## config.mk

```make
export PLATFORM = sky130hd
export DESIGN_NAME = rainbow_sequencer
export DESIGN_NICKNAME = d
export VERILOG_FILES = /design/src/rtl/rainbow_sequencer.sv
export SDC_FILE = /design/constraint.sdc
export NUM_CORES = 1
export LEC_CHECK = 0
export ABC_AREA = 1
export CAP_MARGIN = 20
export CORE_UTILIZATION = 49
export CTS_BUF_LIST = sky130_fd_sc_hd__clkbuf_16
export DETAILED_ROUTE_END_ITERATION = 6
export HOLD_SLACK_MARGIN = 0.12
export PLACE_DENSITY = 0.85
export REMOVE_ABC_BUFFERS = 1
export SLEW_MARGIN = 0
export SYNTH_ARGS = -nofsm -noshare
export SYNTH_HDL_FRONTEND = slang
export SYNTH_SLANG_ARGS = --single-unit
```

## constraint.sdc

```tcl
create_clock -name CLK -period 2 [get_ports CLK]
set_clock_uncertainty 0.15 [all_clocks]
set_input_delay 0.4 -clock CLK [delete_from_list [all_inputs] [get_ports CLK]]
set_output_delay 0.4 -clock CLK [all_outputs]
set_load 0.01 [all_outputs]
```

## src/rtl/rainbow_sequencer.sv

```systemverilog
// rtl/rainbow_sequencer.sv - six-phase RGB hue-wheel sequencer driving PWM ramp-direction flags.
// Optional STT watchdog compiled in with RAINBOW_WATCHDOG_EN.
module rainbow_sequencer #(
  parameter logic [3:0]  DWELL   = 4'd1,
  parameter logic [25:0] TIMEOUT = 26'd40_000_000
) (
  input  logic       CLK,
  input  logic       RST,
  input  logic       ENABLE,
  input  logic       STT_R,
  input  logic       STT_G,
  input  logic       STT_B,
  output logic       FLAG_R,
  output logic       FLAG_G,
  output logic       FLAG_B,
  output logic [2:0] PHASE,
  output logic       STEP,
  output logic       FAULT
);

  typedef enum logic {S_IDLE, S_RUN} state_t;

  localparam logic [3:0] DWELL_LIM = (DWELL == 4'd0) ? 4'd1 : DWELL;

  state_t     r_state, w_state_next;
  logic [2:0] r_phase, w_phase_next;
  logic [3:0] r_dwell, w_dwell_next;
  logic [2:0] r_flag, w_flag_next;
  logic       r_step, w_step_next;
  logic       w_pace;
  logic       w_advance;
  logic       w_timeout;

`ifdef RAINBOW_WATCHDOG_EN
  logic [25:0] r_wdog, w_wdog_next;
  logic        r_fault, w_fault_next;

  assign w_timeout = (r_wdog == TIMEOUT - 26'd1);

  // A pacing STT in the timeout cycle takes priority, so no fault is raised.
  always_comb begin
    w_wdog_next  = 26'd0;
    w_fault_next = r_fault;
    if (r_state == S_RUN && ENABLE) begin
      if (w_pace) begin
        w_wdog_next = 26'd0;
      end else if (w_timeout) begin
        w_wdog_next  = 26'd0;
        w_fault_next = 1'b1;
      end else begin
        w_wdog_next = r_wdog + 26'd1;
      end
    end
  end

  always_ff @(posedge CLK) begin
    if (RST) begin
      r_wdog  <= 26'd0;
      r_fault <= 1'b0;
    end else begin
      r_wdog  <= w_wdog_next;
      r_fault <= w_fault_next;
    end
  end

  assign FAULT = r_fault;
`else
  assign w_timeout = 1'b0;
  // TIMEOUT has no effect without the watchdog; referenced only to keep it bound.
  assign FAULT     = 1'b0 & (TIMEOUT == 26'd0);
`endif

  always_comb begin
    case (r_phase)
      3'd0, 3'd3: w_pace = STT_R;
      3'd1, 3'd4: w_pace = STT_G;
      default:    w_pace = STT_B;
    endcase
  end

  always_comb begin
    w_state_next = r_state;
    w_phase_next = r_phase;
    w_dwell_next = r_dwell;
    w_step_next  = 1'b0;
    w_advance    = 1'b0;
    w_flag_next  = 3'b000;
    case (r_state)
      S_IDLE: begin
        w_phase_next = 3'd0;
        w_dwell_next = 4'd0;
        if (ENABLE) w_state_next = S_RUN;
      end
      default: begin
        if (!ENABLE) begin
          w_state_next = S_IDLE;
          w_phase_next = 3'd0;
          w_dwell_next = 4'd0;
        end else if (w_pace) begin
          if (r_dwell == DWELL_LIM - 4'd1) begin
            w_advance    = 1'b1;
            w_dwell_next = 4'd0;
          end else begin
            w_dwell_next = r_dwell + 4'd1;
          end
        end else if (w_timeout) begin
          w_advance    = 1'b1;
          w_dwell_next = 4'd0;
        end
      end
    endcase
    if (w_advance) begin
      w_phase_next = (r_phase == 3'd5) ? 3'd0 : r_phase + 3'd1;
      w_step_next  = 1'b1;
    end
    // Flags are registered from the upcoming phase so they change with PHASE.
    if (w_state_next == S_RUN) begin
      case (w_phase_next)
        3'd0:    w_flag_next = 3'b100;
        3'd1:    w_flag_next = 3'b110;
        3'd2:    w_flag_next = 3'b010;
        3'd3:    w_flag_next = 3'b011;
        3'd4:    w_flag_next = 3'b001;
        default: w_flag_next = 3'b101;
      endcase
    end
  end

  always_ff @(posedge CLK) begin
    if (RST) begin
      r_state <= S_IDLE;
      r_phase <= 3'd0;
      r_dwell <= 4'd0;
      r_flag  <= 3'b000;
      r_step  <= 1'b0;
    end else begin
      r_state <= w_state_next;
      r_phase <= w_phase_next;
      r_dwell <= w_dwell_next;
      r_flag  <= w_flag_next;
      r_step  <= w_step_next;
    end
  end

  assign {FLAG_R, FLAG_G, FLAG_B} = r_flag;
  assign PHASE = r_phase;
  assign STEP  = r_step;

endmodule

```

==> results of run 1 <==
-- per-stage QoR --
step           utilization (%)  power [uW]
6_report                  71.6         664
5_1_grt                   71.6         694
4_1_cts                   71.6         669
3_5_place_dp              66.1         317
3_3_place_gp              66.1         314
2_1_floorplan                -         289
-- cells in the final DEF, fill, tap and decap left out --
cell	instances
nand2_1	14
dfxtp_1	12
clkdlybuf4s50_1	12
inv_1	11
nor2_1	10
nand2_2	7
nor2_4	7
nand3_1	6
inv_2	3
a21oi_1	3
ha_1	3
clkbuf_16	3
nand2_4	2
buf_4	2
o211ai_1	1
nor3b_2	1
nand3_4	1
nand3_2	1
a21boi_2	1
nand4_4	1
nor2_2	1
a21o_1	1
a21oi_2	1
o21bai_1	1
o21ai_0	1
xor2_1	1
conb_1	1
-- how the worst max path moves through the flow --
stage                         from    endpoint  slack (ps)  cells past startpoint
after floorplan           PHASE[1]   r_flag[2]         300                     14
after global placement       STT_G   r_flag[2]          50                     12
after detailed placement     STT_G   r_flag[2]           4                     12
after CTS                 PHASE[1]    PHASE[1]         150                      1
after global routing      PHASE[1]  r_dwell[3]          30                     12
final                     PHASE[1]    PHASE[1]         160                      1
-- registers in the layout, summed over array words and instances (netlist names) --
signal,count
r_state,1
STEP,1
r_dwell,4
r_flag,3
PHASE,3
-- final cells by class --
type / instances / share of cell area (%)
clock buffers: 3 / 7.76
well taps: 15 / 1.94
multi-input cells: 65 / 46.1
repair buffers: 14 / 14.0
flip-flops and latches: 12 / 24.8
inverters: 14 / 5.43
-- metal layers --
layer / vias up / GRT usage, % / wire, um
met5: - / 0 / 0
met1: 299 / 25.7 / 611
li1: 320 / - / -
met3: 2 / 4.89 / 70
met2: 17 / 37.5 / 748
met4: 0 / 7.50 / 14
-- logic make-up (layout without fill, tap and decap cells) --
| kind of cell | count (synthesis) | after routing | share of synthesized area [%] |
|---|---|---|---|
| compound gates | 9 | 9 | 8.39 |
| buf+inv | 15 | 31 | 8.05 |
| fa+ha+maj | 3 | 3 | 5.03 |
| xor+xnor | 1 | 1 | 1.17 |
| simple gates | 51 | 51 | 44.6 |
| flops | 12 | 12 | 32.2 |
| other cells | 1 | 1 | 0.503 |
-- power groups by stage --
stage          Clock [uW]  Sequential [uW]  Combinational (uW)
2_1_floorplan           0              252                36.4
3_3_place_gp            0              251                62.8
3_5_place_dp            0              252                64.9
4_1_cts               356              248                65.5
5_1_grt               374              248                72.0
6_report              352              248                64.9
==> flow_summary.json, run 1 <==
{
  "num_vias": 638,
  "stdcell_count": 123,
  "ys_types": 25,
  "cap_violations": 0,
  "clkPwrFrac_pct": 53.0,
  "cts_made_buffers": 3,
  "timing.fmax_ghz": 0.543,
  "grt-ovfl-total": 0,
  "rr_endpoint": "r_flag[2]",
  "synth-async-reset-ratio_pct": 0,
  "dp_hpwl_um": 1130,
  "synth_edf_count": 0,
  "fp.dieW_um": 41.0,
  "path_max_fanout": 7,
  "pwr-share-comb_pct": 9.8,
  "switching_share_pct": 19.8,
  "power_frac_seq_pct": 37.3,
  "p_int_uw": 533,
  "cpPeakStageDelay_ps": 590,
  "setup_tns_ps": 0,
  "layout.area.seq_um2": 240,
  "pin_count": 14,
  "grt_pass1_wl_um": 2280,
  "grt_pass1_vias": 564,
  "die_h_um": 41.0,
  "synth.avg_cell_area_um2": 8.11,
  "area_growth_pct": 29.7,
  "path_clk_slew_ps": 40,
  "setup_viol": 0,
  "holdCritPathClass": "reg -> reg",
  "power_density_nw_per_um2": 687,
  "switchingPower_uw": 131,
  "viasPerCell": 5.19,
  "dp.cells": 120,
  "ys_top_cells_by_count": "nand2_1 (14), dfxtp_1 (12), inv_1 (11)",
  "ys_ff_latch": 12,
  "drive_gt1_share_pct": 28.7,
  "gpl.final_weighted_congestion": 0.865,
  "clk_latency_ps": 240,
  "critPathKind": "reg -> out",
  "fill_cells": 102,
  "fp.dieArea_um2": 1680,
  "clock_tree.buffer_depth": 2,
  "synth_warnings": 0,
  "arrival_ps": 1290,
  "antenna_found_initial": 0,
  "post_cts_resize_count": 0,
  "leakagePower_uw": 0.000427,
  "min_period_ps": 1840,
  "synth_most_common_cell": "nand2_1",
  "cp.required_ps": 1450,
  "ir_drop_mv": 0.551,
  "port_buffers": 12,
  "synthCells": 92,
  "numClockSinks": 12,
  "wl_um": 1450,
  "rsz0062_at_grt": "false",
  "core-area_um2": 1350,
  "ys.flop_type": "dfxtp_1",
  "whs_ps": 341,
  "cts_root_buf": "clkbuf_16",
  "place_area_um2": 892,
  "post_cts_buffers": 0,
  "antenna_cells": 0,
  "whs_path_depth": 1,
  "r2r_slack_ps": 200,
  "drt_first_pass_iters": 4,
  "drc": 0,
  "setup_slack_ps": 160,
  "cp_cell_sequence": "clkdlybuf4s50_1",
  "hold_violations": 0,
  "min_period_over_period_pct": 92.0,
  "grtUsageTotal_pct": 21.6,
  "routedWlPerCell_um": 11.7,
  "grt_start_max_net_pins": 8,
  "slowest_stage": "clkdlybuf4s50_1",
  "initialDrtViolationCount": 14,
  "min_to": "r_dwell[3]",
  "htree_levels": 1,
  "maxSlewViolCount": 0,
  "cp-start-kind": "register",
  "crit_buf_inv": 1,
  "initial_core_util_pct": 55.2,
  "yosysSeqAreaShare_pct": 32.2,
  "yosys.area.top_type": "dfxtp_1",
  "status": "finished clean",
  "multiInputGateArea_um2": 445,
  "cp_top_family": "buffers and inverters",
  "yosys.area.top_type_share_pct": 32.2,
  "syn_area_um2": 746,
  "nets": 119,
  "cts_tree": "done",
  "pre_cts_slack_ps": 4.22,
  "row_count": 13,
  "worstSetupEndpointType": "output pin",
  "ant_nets": 0,
  "reg2reg_depth": 14,
  "hold_start": "r_dwell[3]",
  "fin_area_um2": 967,
  "hold_buffers": 0,
  "synthTopCellsByArea": "dfxtp_1 (32%), nor2_4 (11%), nand2_1 (7.0%), nand2_2 (5.9%), inv_1 (5.5%)",
  "rr_startpoint": "PHASE[1]"
}
Power figures use the tool's default switching activity.
==> inputs of run 2 (changes only) <==
CORE_ASPECT_RATIO = 1.1   (was default)
SKIP_LAST_GASP = 1   (was default)
==> flow_summary.json, run 2 (synthesis gave the netlist of run 1 again) <==
{
  "critPathKind": "reg -> reg",
  "fill_cells": 114,
  "setup_viol": 0,
  "post_cts_resize_count": 0,
  "core-area_um2": 1400,
  "status": "finished clean",
  "cts_made_buffers": 3,
  "p_total_uw": 680,
  "drc": 0,
  "clk_latency_ps": 240,
  "cap_violations": 0,
  "ant_nets": 0,
  "cts_tree": "done",
  "numClockSinks": 12,
  "layout_commonest_cell": "nand2_1",
  "cpPeakStageDelay_ps": 390,
  "grt-ovfl-total": 0,
  "grt_pass1_wl_um": 2570,
  "path_clk_slew_ps": 40,
  "wl_um": 1530,
  "gpl.final_weighted_congestion": 0.813,
  "grt_pass1_vias": 565,
  "initialDrtViolationCount": 9,
  "worstSetupEndpointType": "register",
  "htree_levels": 1,
  "dp.cells": 122,
  "whs_ps": 353,
  "hold_violations": 0,
  "viasPerCell": 5.06,
  "leakagePower_uw": 0.000435,
  "holdCritPathClass": "reg -> reg",
  "path_max_fanout": 5,
  "initial_core_util_pct": 53.2,
  "arrival_ps": 1790,
  "largest_register_ffs": 4,
  "fp.dieArea_um2": 1680,
  "routedWlPerCell_um": 12.2,
  "drt_first_pass_iters": 4,
  "ir_drop_mv": 0.691,
  "num_vias": 637,
  "cp.required_ps": 1970,
  "hold_start": "r_dwell[1]",
  "timing.fmax_ghz": 0.551,
  "rsz0062_at_grt": "false",
  "power_density_nw_per_um2": 692,
  "antenna_found_initial": 0,
  "grtUsageTotal_pct": 22.9,
  "nets": 120,
  "pin_count": 14,
  "rr_startpoint": "PHASE[2]",
  "largest-register": "r_dwell",
  "fin_area_um2": 982,
  "slowest_stage": "dfxtp_1",
  "clock_tree.buffer_depth": 2,
  "area_growth_pct": 31.7,
  "hold_buffers": 0,
  "min_period_over_period_pct": 90.8,
  "port_buffers": 12,
  "fp.dieW_um": 39.2,
  "final_cell_mix": "nand2_1 (14), clkdlybuf4s50_1 (12), inv_1 (11)",
  "place_area_um2": 901,
  "setup_tns_ps": 0,
  "maxSlewViolCount": 0,
  "min_period_ps": 1820,
  "die_h_um": 42.9,
  "stdcell_count": 126,
  "antenna_cells": 0,
  "crit_start": "PHASE[2]",
  "cp_cell_sequence": "inv_1 -> ha_1 -> inv_1 -> nand2_1 -> nand2_2 -> nand2_4 -> buf_4 -> nand2_1 -> nor2_1 -> o21bai_1 -> a21oi_1",
  "cts_root_buf": "clkbuf_16",
  "dp_hpwl_um": 1020,
  "row_count": 14,
  "cp-start-kind": "register",
  "post_cts_buffers": 0,
  "drive_gt1_share_pct": 30.9,
  "grt_start_max_net_pins": 8
}
-- run 2: cell count changes in the layout (fill, tap and decap cells not counted) --
cell / before / now
dfxtp_1: 12 / 10
dfxtp_2: 0 / 2
buf_4: 2 / 3
clkinv_1: 0 / 1
-- run 2: through the flow --
step           setup slack (ps)  util (%)
2_1_floorplan               295         -
3_3_place_gp               24.6      64.3
6_report                    184      70.1
3_5_place_dp               6.61      64.3
4_1_cts                     160      69.9
5_1_grt                    62.6      70.1
-- run 2: per-layer routing --
metal / track usage, % / wire, um / vias to the layer above / share of wire, %
li1: - / - / 323 / -
met2: 35.0 / 777 / 16 / 51
met3: 8.38 / 95 / 0 / 6.2
met4: 8.28 / 0 / 0 / 0
met1: 29.0 / 660 / 298 / 43
met5: 0 / 0 / - / 0
-- run 2: worst max-delay path, delay by kind of cell (launching register included) --
family	cells	cell delay, ps
flops	1	390
buf+inv	3	310
compound gates	2	200
simple gates	5	440
fa+ha+maj	1	210
-- run 2: power breakdown --
| group | total (uW) | leakage (uW) | internal [uW] | switching, uW |
|---|---|---|---|---|
| Combinational | 67.8 | 0.000298 | 30.4 | 37.3 |
| Clock | 364 | 0.0000385 | 263 | 101 |
| Sequential | 248 | 0.0000983 | 245 | 2.87 |
| Total | 680 | 0.000435 | 538 | 142 |
-- run 2: worst paths after layout --
| check | endpoint | slack, ps | cells past startpoint |
|---|---|---|---|
| setup / recovery | r_dwell[3] | 180 | 11 |
| hold / removal | r_dwell[1] | 350 | 2 |
| setup reg to reg | r_dwell[3] | 180 | 11 |
| hold reg to reg | r_dwell[1] | 350 | 2 |
-- run 2: final cells by class --
type / instances / area [um2] / share of cell area [%]
clock inverter: 1 / 3.75 / 0.382
inverter: 14 / 52.6 / 5.35
sequential: 12 / 243 / 24.7
timing repair buffer: 15 / 143 / 14.5
tap: 16 / 20.0 / 2.04
multi-input combinational: 65 / 445 / 45.4
clock buffer: 3 / 75.1 / 7.64
